**src/rtl/stage_accumulator.sv**
```systemverilog
// -----------------------------------------------------------------------------
// stage_accumulator
//
// Evaluates one cascade stage of a boosted Haar classifier. Database words
// stream in one tree at a time; for each tree the node threshold and the two
// leaf values are captured, the tree's feature value (from the rectangle-sum
// engine) is compared against the node threshold, and the selected leaf
// value is added into a saturating signed accumulator. After the last tree,
// the first trailing word is the stage threshold; the stage passes when the
// accumulator is greater than or equal to it.
//
// Ports
//   clk              single clock
//   reset            asynchronous, active-low reset
//   enable           level; a stage evaluation starts/continues while high
//   i_valid          i_data and its flags are valid this cycle
//   i_data           signed database word
//   i_index_leaf     word position within the current tree
//   i_end_leafs      last word of the current tree
//   i_end_trees      last tree of the stage
//   i_end_database   last word of the stage
//   i_feature_valid  i_feature_value is valid this cycle
//   i_feature_value  signed normalised feature sum for the current tree
//   o_stall          back-pressure; upstream holds its word while high
//   o_tree_count     trees accumulated in the current stage (saturating)
//   o_busy           a stage evaluation is in progress
//   o_done           one-cycle pulse when the stage result is valid
//   o_pass           stage result, held until the next stage starts
// -----------------------------------------------------------------------------
module stage_accumulator #(
  parameter int DATA_WIDTH_16            = 16,
  parameter int DATA_WIDTH_12            = 12,
  parameter int NUM_PARAM_PER_CLASSIFIER = 18,
  parameter int NUM_STAGE_THRESHOLD      = 3,
  parameter int ACC_WIDTH                = 24
) (
  input  logic                            clk,
  input  logic                            reset,
  input  logic                            enable,
  input  logic                            i_valid,
  input  logic signed [DATA_WIDTH_16-1:0] i_data,
  input  logic        [DATA_WIDTH_12-1:0] i_index_leaf,
  input  logic                            i_end_leafs,
  input  logic                            i_end_trees,
  input  logic                            i_end_database,
  input  logic                            i_feature_valid,
  input  logic signed [DATA_WIDTH_16-1:0] i_feature_value,
  output logic                            o_stall,
  output logic        [DATA_WIDTH_12-1:0] o_tree_count,
  output logic                            o_busy,
  output logic                            o_done,
  output logic                            o_pass
);

  // Positions of the three words of interest inside a tree record.
  localparam logic [DATA_WIDTH_12-1:0] IDX_NODE_THR =
    DATA_WIDTH_12'(NUM_PARAM_PER_CLASSIFIER - 3);
  localparam logic [DATA_WIDTH_12-1:0] IDX_LEFT =
    DATA_WIDTH_12'(NUM_PARAM_PER_CLASSIFIER - 2);
  localparam logic [DATA_WIDTH_12-1:0] IDX_RIGHT =
    DATA_WIDTH_12'(NUM_PARAM_PER_CLASSIFIER - 1);

  // Trailing-word counter only needs to tell "first word" from the rest;
  // it saturates at the number of trailing words.
  localparam int                     THR_CNT_W   = $clog2(NUM_STAGE_THRESHOLD + 1);
  localparam logic [THR_CNT_W-1:0]   THR_CNT_MAX = THR_CNT_W'(NUM_STAGE_THRESHOLD);

  localparam logic signed [ACC_WIDTH-1:0] ACC_MAX = {1'b0, {(ACC_WIDTH-1){1'b1}}};
  localparam logic signed [ACC_WIDTH-1:0] ACC_MIN = {1'b1, {(ACC_WIDTH-1){1'b0}}};

  typedef enum logic [2:0] {
    IDLE,
    COLLECT,
    WAIT_FEAT,
    ACCUM,
    THRESH,
    DONE
  } state_t;

  state_t state;
  state_t state_nxt;

  logic signed [ACC_WIDTH-1:0]     acc;
  logic signed [ACC_WIDTH-1:0]     stage_thr;
  logic signed [ACC_WIDTH-1:0]     add_val;
  logic signed [ACC_WIDTH-1:0]     cmp_thr;
  logic signed [DATA_WIDTH_16-1:0] node_thr;
  logic signed [DATA_WIDTH_16-1:0] left_val;
  logic signed [DATA_WIDTH_16-1:0] right_val;
  logic signed [DATA_WIDTH_16-1:0] feat_p0;
  logic                            vld_p0;
  logic                            last_tree;
  logic        [THR_CNT_W-1:0]     thr_cnt;

  logic consume;
  logic abort;
  logic feat_take;
  logic feat_ready;
  logic pass_cmp;

  // Sign-extend a database word to the accumulator width.
  function automatic logic signed [ACC_WIDTH-1:0] sext(
    input logic signed [DATA_WIDTH_16-1:0] v
  );
    return ACC_WIDTH'(v);
  endfunction

  // Signed add clamped to the accumulator range. One guard bit exposes
  // overflow: guard and MSB disagree exactly when the true sum is out of range.
  function automatic logic signed [ACC_WIDTH-1:0] sat_add(
    input logic signed [ACC_WIDTH-1:0] a,
    input logic signed [ACC_WIDTH-1:0] b
  );
    logic signed [ACC_WIDTH:0] sum;
    sum = (ACC_WIDTH+1)'(a) + (ACC_WIDTH+1)'(b);
    if (sum[ACC_WIDTH] != sum[ACC_WIDTH-1]) begin
      return sum[ACC_WIDTH] ? ACC_MIN : ACC_MAX;
    end
    return sum[ACC_WIDTH-1:0];
  endfunction

  // Unsigned increment that sticks at all-ones.
  function automatic logic [DATA_WIDTH_12-1:0] sat_inc(
    input logic [DATA_WIDTH_12-1:0] c
  );
    return (&c) ? c : c + 1'b1;
  endfunction

  assign o_busy  = (state != IDLE);
  assign o_done  = (state == DONE);
  assign o_stall = (state == WAIT_FEAT) || (state == ACCUM) || (state == DONE);

  assign consume    = i_valid && !o_stall;
  assign abort      = !enable && (state inside {COLLECT, WAIT_FEAT, ACCUM, THRESH});
  // Single-entry feature buffer: a second pulse is dropped while it is full.
  assign feat_take  = i_feature_valid && !vld_p0;
  assign feat_ready = vld_p0 || i_feature_valid;

  assign add_val  = (feat_p0 < node_thr) ? sext(left_val) : sext(right_val);
  // When the end-of-stage flag rides on the threshold word itself, compare
  // against the incoming word rather than the not-yet-written register.
  assign cmp_thr  = (thr_cnt == '0) ? sext(i_data) : stage_thr;
  assign pass_cmp = (acc >= cmp_thr);

  always_ff @(posedge clk or negedge reset) begin
    if (!reset) begin
      state <= IDLE;
    end else begin
      state <= state_nxt;
    end
  end

  always_comb begin
    state_nxt = state;
    case (state)
      IDLE: begin
        if (enable) state_nxt = COLLECT;
      end
      COLLECT: begin
        if (!enable) begin
          state_nxt = IDLE;
        end else if (consume && i_end_database) begin
          state_nxt = DONE;
        end else if (consume && i_end_leafs) begin
          // A feature already buffered (or arriving now) skips WAIT_FEAT.
          state_nxt = feat_ready ? ACCUM : WAIT_FEAT;
        end
      end
      WAIT_FEAT: begin
        if (!enable) begin
          state_nxt = IDLE;
        end else if (feat_ready) begin
          state_nxt = ACCUM;
        end
      end
      ACCUM: begin
        if (!enable) begin
          state_nxt = IDLE;
        end else begin
          state_nxt = last_tree ? THRESH : COLLECT;
        end
      end
      THRESH: begin
        if (!enable) begin
          state_nxt = IDLE;
        end else if (consume && i_end_database) begin
          state_nxt = DONE;
        end
      end
      DONE: begin
        state_nxt = IDLE;
      end
      default: begin
        state_nxt = IDLE;
      end
    endcase
  end

  always_ff @(posedge clk or negedge reset) begin
    if (!reset) begin
      acc          <= '0;
      stage_thr    <= '0;
      node_thr     <= '0;
      left_val     <= '0;
      right_val    <= '0;
      feat_p0      <= '0;
      vld_p0       <= 1'b0;
      last_tree    <= 1'b0;
      thr_cnt      <= '0;
      o_tree_count <= '0;
      o_pass       <= 1'b0;
    end else if (abort) begin
      o_pass <= 1'b0;
      vld_p0 <= 1'b0;
    end else begin
      case (state)
        IDLE: begin
          if (enable) begin
            acc          <= '0;
            o_tree_count <= '0;
            o_pass       <= 1'b0;
            vld_p0       <= 1'b0;
            last_tree    <= 1'b0;
            thr_cnt      <= '0;
          end
        end
        // Tree words: capture threshold/leaves, remember end-of-trees flag.
        COLLECT: begin
          if (feat_take) begin
            feat_p0 <= i_feature_value;
            vld_p0  <= 1'b1;
          end
          if (consume) begin
            last_tree <= i_end_trees;
            if (i_index_leaf == IDX_NODE_THR) begin
              node_thr <= i_data;
            end else if (i_index_leaf == IDX_LEFT) begin
              left_val <= i_data;
            end else if (i_index_leaf == IDX_RIGHT) begin
              right_val <= i_data;
            end
            // Truncated stage: no threshold was seen, so it cannot pass.
            if (i_end_database) o_pass <= 1'b0;
          end
        end
        WAIT_FEAT: begin
          if (feat_take) begin
            feat_p0 <= i_feature_value;
            vld_p0  <= 1'b1;
          end
        end
        // Accumulate the selected leaf and release the feature buffer.
        ACCUM: begin
          acc          <= sat_add(acc, add_val);
          o_tree_count <= sat_inc(o_tree_count);
          vld_p0       <= 1'b0;
        end
        // Trailing words: first is the stage threshold, the rest are dropped.
        THRESH: begin
          if (consume) begin
            if (thr_cnt == '0) stage_thr <= sext(i_data);
            if (thr_cnt != THR_CNT_MAX) thr_cnt <= thr_cnt + 1'b1;
            if (i_end_database) o_pass <= pass_cmp;
          end
        end
        default: begin
        end
      endcase
    end
  end

endmodule
```
**config.mk**
```make
export PLATFORM = sky130hd
export DESIGN_NAME = stage_accumulator
export DESIGN_NICKNAME = d
export VERILOG_FILES = /design/src/rtl/stage_accumulator.sv
export SDC_FILE = /design/constraint.sdc
export NUM_CORES = 1
export LEC_CHECK = 0
export ABC_AREA = 1
export BUFFER_PORTS_ARGS = -buffer_cell sky130_fd_sc_hd__buf_2
export CORE_ASPECT_RATIO = 0.7
export CORE_MARGIN = 5
export CORE_UTILIZATION = 55
export CTS_CLUSTER_SIZE = 24
export DETAILED_ROUTE_END_ITERATION = 10
export PLACE_DENSITY_LB_ADDON = 0.1
export SLEW_MARGIN = 20
export SYNTH_ARGS = -nofsm -noshare
export SYNTH_HDL_FRONTEND = slang
export SYNTH_SLANG_ARGS = --single-unit
export TNS_END_PERCENT = 20
```
**constraint.sdc**
```tcl
create_clock -name clk -period 4.7 [get_ports clk]
set_input_delay 0.705 -clock clk [delete_from_list [all_inputs] [get_ports clk]]
set_output_delay 0.705 -clock clk [all_outputs]
set_load 0.02 [all_outputs]
```
# Word-level counts from Yosys, hierarchy flattened
# Cells that the tools add are included.
# op_classes
addsub	3
multipliers	0
div_mod_pow	0
magnitude_cmp	2
eq_ne	24
shifts	0
n_mux	41
n_bitwise	3
n_reduce_logical	34
# op_table
op	n
2-to-1 mux 24 bit	6
case mux 24 bit (2 select lines)	1
2-to-1 mux 3 bit	10
adder 24 x 24 -> 25 bit	1
== test 12 x 5 -> 1 bit (second input constant)	2
greater-or-equal comparator 24 bit	1
2-to-1 mux 12 bit	2
case mux 12 bit (2 select lines)	1
inequality test 3 bit (second input constant)	6
less-than comparator 16 bit	1
AND reduction 4 bit	4
case mux 3 bit (5 select lines)	1
2-to-1 mux 1 bit	13
adder 12 x 1 -> 12 bit (second input constant)	1
== test 12 x 4 -> 1 bit (second input constant)	1
AND reduction 12 bit	1
AND reduction 3 bit	4
AND reduction 6 bit	2
nonzero test 4 bit	3
inequality test 2 bit (second input constant)	5
AND reduction 5 bit	2
== test 3 x 2 -> 1 bit (second input constant)	2
== test 3 bit (second input constant)	2
2-to-1 mux 2 bit	3
19 further kinds	32
# totals
ff_bits	132
latch_bits	0
mem_bits_rw	0
rom_bits	0
input_bits	52
out_inout_bits	16
mem_count	0

# Logic depth before layout (Yosys ltp)
# Gate-level depths: netlist of run 1.
# depth
word_depth	10
mapped_depth	30

# Worst setup path after synthesis of run 1
# OpenSTA, ideal clock, no wires.
# synth_timing
path_kind	flip-flop to flip-flop
startpoint	reg feat_p0[15]
endpoint	reg acc[13]
setup_ns	0.116
arrival_ns	3.468
required_ns	4.584
path_slack_ns	1.116
path_stages_with_launch	27
period_less_slack_ns	3.584
cell_sequence	dfrtp_1 -> ha_1 -> nand2_1 -> or2_2 -> and3_1 -> nand3_1 -> buf_2 -> nand3_1 -> nand2_1 -> ha_1 -> inv_1 -> fa_1 -> inv_1 -> nand3_1 -> nand2_1 -> nand2_1 -> nand2_2 -> nand2_1 -> nand3_1 -> nand2_2 -> nand2_4 -> inv_4 -> nand2_8 -> buf_6 -> nand3_1 -> nand2_1 -> nand2_1
# synth_between
elab_chain_cells	9
word_cells_on_any_way	11
classes_between	1 x add/sub; 1 x order compare; 1 x eq/ne; 8 x mux
# synth_rtl
element	line_no	rtl
from (decl)	90	logic signed [DATA_WIDTH_16-1:0] feat_p0;
from (signal assigned)	230	feat_p0 <= i_feature_value;
from (signal assigned)	248	feat_p0 <= i_feature_value;
less-than comparator 16 bit *	139	assign add_val = (feat_p0 < node_thr) ? sext(left_val) : sext(right_val);
2-to-1 mux 24 bit *	139	
adder 24 x 24 -> 25 bit *	115	sum = (ACC_WIDTH+1)'(a) + (ACC_WIDTH+1)'(b);
inequality test 1 bit	116	if (sum[ACC_WIDTH] != sum[ACC_WIDTH-1]) begin
2-to-1 mux 1 bit	116	
2-to-1 mux 1 bit	216	case (state)
2-to-1 mux 1 bit	212	end else if (abort) begin
2-to-1 mux 24 bit *	119	return sum[ACC_WIDTH-1:0];
case mux 24 bit (2 select lines) *	216	
to (signal assigned)	254	acc <= sat_add(acc, add_val);
to (decl)	83	logic signed [ACC_WIDTH-1:0] acc;
# Mark *: on every way between the ends. The rest lies on a longest branch, timed or not. The select of a mux whose other input is x is not followed.
# A chain may end at the register's enable or synchronous reset.

# Worst setup path in the final report of run 1
# layout_timing
startpoint	reg feat_p0[11]
endpoint	reg acc[20]
# Same word-level chain as after synthesis.

==> flow_summary.toml, run 1 <==
[run_status]
run_status = "complete, no violations"

[power]
p_sw_share_pct = 37.2
p_leak_nw = 5.40
p_per_cell_area_nw_per_um2 = 399
clockPowerShare_pct = 32.5
p_int_w = 0.00247
pwr-share-seq_pct = 36.3
power.share.combinational_pct = 31.1
netSwitchingPower_w = 0.00146
totalPowerFinal_w = 0.00393
ir_worst_vdd_uv = 346

[synth]
synth_sequential_area_ratio_pct = 37.5
syn_inst = 1202
mappedNetlistNets = 1322
synthDominantAreaCellType = "sky130_fd_sc_hd__dfrtp_1"
synth_top_flop_cell = "sky130_fd_sc_hd__dfrtp_1"
mappedNetlistArea_um2 = 8810
postSynthRegisterBits = 132
synth_mux_area_share_pct = 0
yosysWarningCount = 0
async_flop_share_pct = 100
post_synth.cell_area_avg_um2 = 7.33
synth-adder-area-share_pct = 9.75
synth_top_family_by_area = "simple AND/OR/NAND/NOR gates"
synthXorXnorAreaFrac_pct = 1.79
yosys-top-cells-count = "sky130_fd_sc_hd__nand2_1 (385), sky130_fd_sc_hd__dfrtp_1 (132), sky130_fd_sc_hd__inv_1 (128), sky130_fd_sc_hd__nand3_1 (81), sky130_fd_sc_hd__a21oi_1 (77)"
edff_count_synth = 0
synthTopCellsByArea = "sky130_fd_sc_hd__dfrtp_1 (38%), sky130_fd_sc_hd__nand2_1 (16%), sky130_fd_sc_hd__ha_1 (9.5%)"
synth_simple_gate_area_share_pct = 30.8
share_of_yosys_cell_area_claimed_by_the_top_area_cell_type_pct = 37.5
share_of_the_synthesized_area_in_compound_gates_ao_oa_aoi_oai_pct = 12.0
synth_most_common_cell = "sky130_fd_sc_hd__nand2_1"
yosysUniqueCellTypes = 47

[clock_tree]
hold_buffers = 0
cts-resized-gates = 0
cts.sinks = 132
tritoncts = "yes"
clock_tree.htree_level_count = 4
cts.reportedPaths.clkPinSlew_ns = 0.06
cts-buffers-inserted = 17
cts.path.max_buffers = 2
postCtsSetupRepairBufs = 0
cts.root.buffer_cell = "sky130_fd_sc_hd__clkbuf_16"
clk_latency_ns = 0.43

[place]
detailed_place_hpwl_um = 16800
dpl_cell_area_um2 = 9290
placement.io_buffers = 67
gp_routability_congestion = 0.970
number_of_instances_in_the_placed_design = 1448

[final_layout]
finish.cell_count_without_fillers = 1480
antenna_cells = 0
finalInstanceArea_um2 = 9860
postLayoutCoreUtil_pct = 63.2
final_layout_size_suffix_gt1_share_pct = 13.0
nets = 1387
area_delta_synth_final_pct = 12.0

[worst_setup_path]
worst-endpoint-arrival_ns = 4.59
critical_path.endpoint_type = "flop"
worstPathRequired_ns = 5.07
critical_path_class = "flop to flop"
critPathLaunchType = "flop"
worstRegToRegCells = 23
critical_path.max_fanout = 23

[global_routing]
grt_pass1_wl_um = 37100
pin_count_of_the_biggest_net_entering_global_routing = 101
globalRoute.totalOverflow = 0
grt_antenna_before_repair = 0
first_global_vias = 7428
grtUsageTotal_pct = 24.6

[route]
drt_first_iter_violations = 584
detail-route-antenna-nets = 0
detail_route.wirelength_um = 22200
drt_first_pass_iters = 5
wire_per_inst_um = 15.0
avgViaCountPerCell = 5.38
number_of_vias_in_the_routed_layout = 7960
route.detailed.drc = 0

[floorplan]
die_boundary_height_um = 116
total_die_area_um2 = 18700
core-area_um2 = 15600
width_of_the_die_um = 161
top_level_ports = 68
number_of_cell_rows = 38
starting_density_pct = 56.5

[job]
timing.max_cap.violations = 0

[timing]
tns_ns = 0
setup_viol = 0
slew_at_the_pin_closest_to_its_max_slew_limit_ns = 0.946
timing.final.max_slew_violations = 0
min_period_ns = 4.22
finalHoldViolCount = 0
relSlewSlack_pct = 36.9
max_freq_mhz = 237
share_of_the_clock_period_used_by_the_worst_path_after_layout_pct = 89.9
skew_ns = 0.0138
unrepaired_setup_endpoints_after_global_routing = "no"

[worst_hold_path]
hp-class = "input pin to asynchronous set/reset pin"
[layout by cell type, fill, tap and decap left out, drive strengths merged, types with 2 or more instances in the layout]
master / synthesis / layout
dfrtp: 132 / 132
nand3: 92 / 92
nor2: 87 / 87
o21ai: 88 / 88
inv: 136 / 140
nor3: 8 / 8
o31ai: 3 / 3
clkinvlp: 0 / 3
nand2: 397 / 397
a21oi: 82 / 82
o21bai: 11 / 11
o21a: 2 / 2
clkinv: 3 / 9
or2: 2 / 2
buf: 19 / 78
xnor2: 11 / 11
ha: 67 / 67
clkbuf: 13 / 18
nor4: 6 / 6
xor2: 7 / 7
a31oi: 2 / 2
o221ai: 2 / 2
nand4: 24 / 24
and2: 2 / 2
[cell families (layout without fill, tap and decap cells)]
kind of cell,count (synthesis),after routing
XOR/XNOR,18,18
buffers and inverters,171,249
adder cells (fa/ha/maj),68,68
AND/OR/NAND/NOR,620,620
AO/OA/AOI/OAI,193,193
flip-flops,132,132
[metrics by stage]
| stage | hold WS (ns) | setup WS [ns] |
|---|---|---|
| 2_1_floorplan | 0.409 | 1.12 |
| 3_3_place_gp | 0.466 | 0.584 |
| 3_5_place_dp | 0.472 | 0.547 |
| 4_1_cts | 0.401 | 0.506 |
| 5_1_grt | 0.438 | 0.191 |
| 6_report | 0.326 | 0.477 |
[sequential cells by signal (all words and copies together), names as in the netlist, 2 cells and up]
| register | flops |
|---|---|
| stage_thr | 24 |
| node_thr | 16 |
| acc | 24 |
| right_val | 16 |
| thr_cnt | 2 |
| feat_p0 | 16 |
| state | 3 |
| o_tree_count | 12 |
| left_val | 16 |
[per-layer routing]
metal / GRT usage, % / routed length [µm]
met2: 36.1 / 9280
met4: 5.57 / 209
met1: 37.6 / 11200
met5: 0 / 0
met3: 5.15 / 1500
[cell type report]
| type | count | area [µm²] |
|---|---|---|
| fillers | 1464 | 5730 |
| repair buffers | 78 | 424 |
| multi-input cells | 899 | 4790 |
| clock buffers | 18 | 439 |
| flip-flops and latches | 132 | 3300 |
| inverters | 139 | 524 |
| clock inverters | 14 | 129 |
| well taps | 200 | 250 |
[critical path: stages, from the launching register on]
cell and delay (ns):
sky130_fd_sc_hd__dfrtp_1 0.39, sky130_fd_sc_hd__ha_1 0.29, sky130_fd_sc_hd__nand2_1 0.10, sky130_fd_sc_hd__o21ai_0 0.28
sky130_fd_sc_hd__nand4_1 0.15, sky130_fd_sc_hd__and3_1 0.20, sky130_fd_sc_hd__nand3_1 0.27, sky130_fd_sc_hd__nand3_1 0.12
sky130_fd_sc_hd__nand2_1 0.11, sky130_fd_sc_hd__ha_1 0.20, sky130_fd_sc_hd__inv_1 0.08, sky130_fd_sc_hd__fa_1 0.40
sky130_fd_sc_hd__inv_1 0.14, sky130_fd_sc_hd__nand3_1 0.09, sky130_fd_sc_hd__nand2_1 0.19, sky130_fd_sc_hd__nand2_1 0.09
sky130_fd_sc_hd__nand2_2 0.11, sky130_fd_sc_hd__nand2_1 0.11, sky130_fd_sc_hd__nand4_2 0.12, sky130_fd_sc_hd__nand2_4 0.09
sky130_fd_sc_hd__a21oi_4 0.14, sky130_fd_sc_hd__buf_4 0.28, sky130_fd_sc_hd__nand2_1 0.11, sky130_fd_sc_hd__nand2_1 0.07
[power groups by stage]
stage	clock (W)	sequential [W]	combinational, W
after floorplan	0	0.00142	0.000879
after global placement	0	0.00144	0.00117
after detailed placement	0	0.00144	0.00121
after CTS	0.00130	0.00143	0.00122
after global routing	0.00136	0.00145	0.00140
final	0.00128	0.00143	0.00122
[path summary, 6_finish.rpt]
| path | from | endpoint | slack, ns |
|---|---|---|---|
| max in group asynchronous | reset | right_val[12]$_DFFE_PN0P_ | 3.40 |
| min in group clk | i_feature_value[10] | feat_p0[10]$_DFFE_PN0P_ | 0.46 |
| setup / recovery | feat_p0[11]$_DFFE_PN0P_ | acc[20]$_DFFE_PN0P_ | 0.48 |
| hold reg to reg | o_pass$_DFFE_PN0P_ | o_pass$_DFFE_PN0P_ | 0.48 |
| setup reg to reg | feat_p0[11]$_DFFE_PN0P_ | acc[20]$_DFFE_PN0P_ | 0.48 |
| hold / removal | reset | acc[8]$_DFFE_PN0P_ | 0.33 |
Power figures use the tool's default switching activity.
==> run 2, diff against run 1 <==
--- a/config.mk
+++ b/config.mk
@@ -6,12 +6,12 @@
 export NUM_CORES = 1
 export LEC_CHECK = 0
 export ABC_AREA = 1
-export BUFFER_PORTS_ARGS = -buffer_cell sky130_fd_sc_hd__buf_2
 export CORE_ASPECT_RATIO = 0.7
 export CORE_MARGIN = 5
 export CORE_UTILIZATION = 55
 export CTS_CLUSTER_SIZE = 24
 export DETAILED_ROUTE_END_ITERATION = 10
+export DONT_BUFFER_PORTS = 1
 export PLACE_DENSITY_LB_ADDON = 0.1
 export SLEW_MARGIN = 20
 export SYNTH_ARGS = -nofsm -noshare
==> flow_summary.toml, run 2 (synthesized netlist as in run 1, its figures left out) <==
[timing]
setup_viol = 0
max_freq_mhz = 245
unrepaired_setup_endpoints_after_global_routing = "no"
min_period_ns = 4.09
share_of_the_clock_period_used_by_the_worst_path_after_layout_pct = 87.0
relSlewSlack_pct = 47.3
timing.final.max_slew_violations = 0
skew_ns = 0.0106
tns_ns = 0
finalHoldViolCount = 0
slew_at_the_pin_closest_to_its_max_slew_limit_ns = 0.790

[route]
detail-route-antenna-nets = 0
route.detailed.drc = 0
drt_first_iter_violations = 574
detail_route.wirelength_um = 21600
wire_per_inst_um = 15.3
number_of_vias_in_the_routed_layout = 7626
drt_first_pass_iters = 5
avgViaCountPerCell = 5.40

[floorplan]
top_level_ports = 68
die_boundary_height_um = 116
total_die_area_um2 = 18700
number_of_cell_rows = 38
starting_density_pct = 56.5
width_of_the_die_um = 161
core-area_um2 = 15600

[clock_tree]
cts.sinks = 132
clk_latency_ns = 0.42
cts.reportedPaths.clkPinSlew_ns = 0.06
clock_tree.htree_level_count = 4
cts.root.buffer_cell = "sky130_fd_sc_hd__clkbuf_16"
tritoncts = "yes"
cts.path.max_buffers = 2
cts-buffers-inserted = 17

[run_status]
run_status = "complete, no violations"

[worst_setup_path]
critPathLaunchType = "flop"
critical_path.n_buffers_inverters = 5
critical_path.max_fanout = 23
critical_path_class = "flop to flop"
crit_path_leading_delay_family = "simple AND/OR/NAND/NOR gates"
critical_path.max_stage_delay_ns = 0.44
worstPathRequired_ns = 5.05
worst_path_max_delay_cell = "sky130_fd_sc_hd__fa_1"
crit_path_cell_trace = "inv_1 > ha_1 > nand2_1 > or2_2 > and3_1 > nand3_1 > buf_4 > nand3_1 > nand2_1 > inv_1 > fa_1 > inv_1 > nand3_1 > nand2_1 > nand2_1 > nand2_2 > nand2_1 > nand4_2 > nand2_4 > a21oi_4 > buf_4 > nand2_1 > nand2_1"
critical_path.endpoint_type = "flop"
worst-endpoint-arrival_ns = 4.44
cpMostUsedCell = "sky130_fd_sc_hd__nand2_1"

[final_layout]
antenna_cells = 0
largestRegisters = "acc (24), stage_thr (24)"
final_layout_size_suffix_gt1_share_pct = 8.00
fill_cells = 1426
nets = 1319
mostFrequentLayoutCell = "sky130_fd_sc_hd__nand2_1"
final_cell_mix = "sky130_fd_sc_hd__nand2_1 (385), sky130_fd_sc_hd__dfrtp_1 (132), sky130_fd_sc_hd__inv_1 (128), sky130_fd_sc_hd__nand3_1 (80), sky130_fd_sc_hd__a21oi_1 (77)"
area_delta_synth_final_pct = 8.80
postLayoutCoreUtil_pct = 61.4
finish.cell_count_without_fillers = 1412

[worst_hold_path]
hp-class = "input pin to asynchronous set/reset pin"

[power]
clockPowerShare_pct = 34.5
p_sw_share_pct = 36.1
p_per_cell_area_nw_per_um2 = 416
pwr-share-seq_pct = 35.9
netSwitchingPower_w = 0.00144
ir_worst_vdd_uv = 305
p_leak_nw = 5.13
p_int_w = 0.00255
totalPowerFinal_w = 0.00398
power.share.combinational_pct = 29.6

[place]
placement.io_buffers = 0
number_of_instances_in_the_placed_design = 1379
detailed_place_hpwl_um = 16500
gp_routability_congestion = 1.01

[global_routing]
pin_count_of_the_biggest_net_entering_global_routing = 133
first_global_vias = 7067
grt_antenna_before_repair = 0
grt_pass1_wl_um = 35900
globalRoute.totalOverflow = 0
grtUsageTotal_pct = 23.9

[job]
timing.max_cap.violations = 0
-- run 2: path summary, 6_finish.rpt --
| path | startpoint | to | slack, ns | depth (start not counted) |
|---|---|---|---|---|
| setup / recovery | node_thr[15]$_DFFE_PN0P_ | acc[22]$_DFFE_PN0P_ | 0.61 | 23 |
| hold / removal | reset | acc[15]$_DFFE_PN0P_ | 0.21 | 1 |
| setup reg to reg | node_thr[15]$_DFFE_PN0P_ | acc[22]$_DFFE_PN0P_ | 0.61 | 23 |
| hold reg to reg | feat_p0[6]$_DFFE_PN0P_ | feat_p0[6]$_DFFE_PN0P_ | 0.48 | 2 |
| max in group asynchronous | reset | acc[19]$_DFFE_PN0P_ | 3.92 | 1 |
| min in group clk | i_feature_value[2] | feat_p0[2]$_DFFE_PN0P_ | 0.39 | 2 |
-- run 2: final cells by class --
cell class	instances	area [µm²]	share of cell area [%]
well taps	200	250	2.61
repair buffers	10	95.1	0.993
clock inverters	13	174	1.82
multi-input cells	899	4790	50.0
clock buffers	19	443	4.62
flip-flops and latches	132	3300	34.5
inverters	139	524	5.47
-- run 2: power by group through the flow --
stage               logic [W]  registers [W]  clock network [W]
CTS                   0.00117        0.00143            0.00140
detailed placement    0.00114        0.00145                  0
floorplan            0.000879        0.00142                  0
global placement      0.00112        0.00145                  0
finish                0.00118        0.00143            0.00137
global route          0.00135        0.00146            0.00146
-- run 2: routing by layer --
layer | wire length (µm) | GRT usage [%] | vias up
met5 | 0 | 0 | -
met4 | 218 | 5.68 | 0
met3 | 1660 | 7.29 | 19
met2 | 8550 | 32.5 | 197
met1 | 11200 | 37.1 | 3481
li1 | - | - | 3929
-- run 2: worst register-to-register path, cell delays in order, from the launching register on --
cell and delay (ns):
sky130_fd_sc_hd__dfrtp_1 0.34, sky130_fd_sc_hd__inv_1 0.05, sky130_fd_sc_hd__ha_1 0.33, sky130_fd_sc_hd__nand2_1 0.08
sky130_fd_sc_hd__or2_2 0.31, sky130_fd_sc_hd__and3_1 0.19, sky130_fd_sc_hd__nand3_1 0.20, sky130_fd_sc_hd__buf_4 0.24
sky130_fd_sc_hd__nand3_1 0.09, sky130_fd_sc_hd__nand2_1 0.13, sky130_fd_sc_hd__inv_1 0.08, sky130_fd_sc_hd__fa_1 0.44
sky130_fd_sc_hd__inv_1 0.12, sky130_fd_sc_hd__nand3_1 0.07, sky130_fd_sc_hd__nand2_1 0.19, sky130_fd_sc_hd__nand2_1 0.10
sky130_fd_sc_hd__nand2_2 0.11, sky130_fd_sc_hd__nand2_1 0.11, sky130_fd_sc_hd__nand4_2 0.12, sky130_fd_sc_hd__nand2_4 0.09
sky130_fd_sc_hd__a21oi_4 0.15, sky130_fd_sc_hd__buf_4 0.29, sky130_fd_sc_hd__nand2_1 0.13, sky130_fd_sc_hd__nand2_1 0.06
-- run 2: metrics by stage --
stage | instance area, µm² | setup WS, ns | hold slack [ns]
floorplan | 8810 | 1.12 | 0.409
global placement | 8930 | 0.769 | 0.415
detailed placement | 8930 | 0.706 | 0.413
CTS | 9580 | 0.656 | 0.275
global route | 9580 | 0.289 | 0.258
finish | 9580 | 0.613 | 0.209
-- run 2: timing repair --
item | CTS | global route
buffers inserted | 0 | 0
hold endpoints to repair | 132 | 0
gates resized for setup | 0 | 0
setup endpoints to repair | 0 | 0
hold buffers | 1 | 0
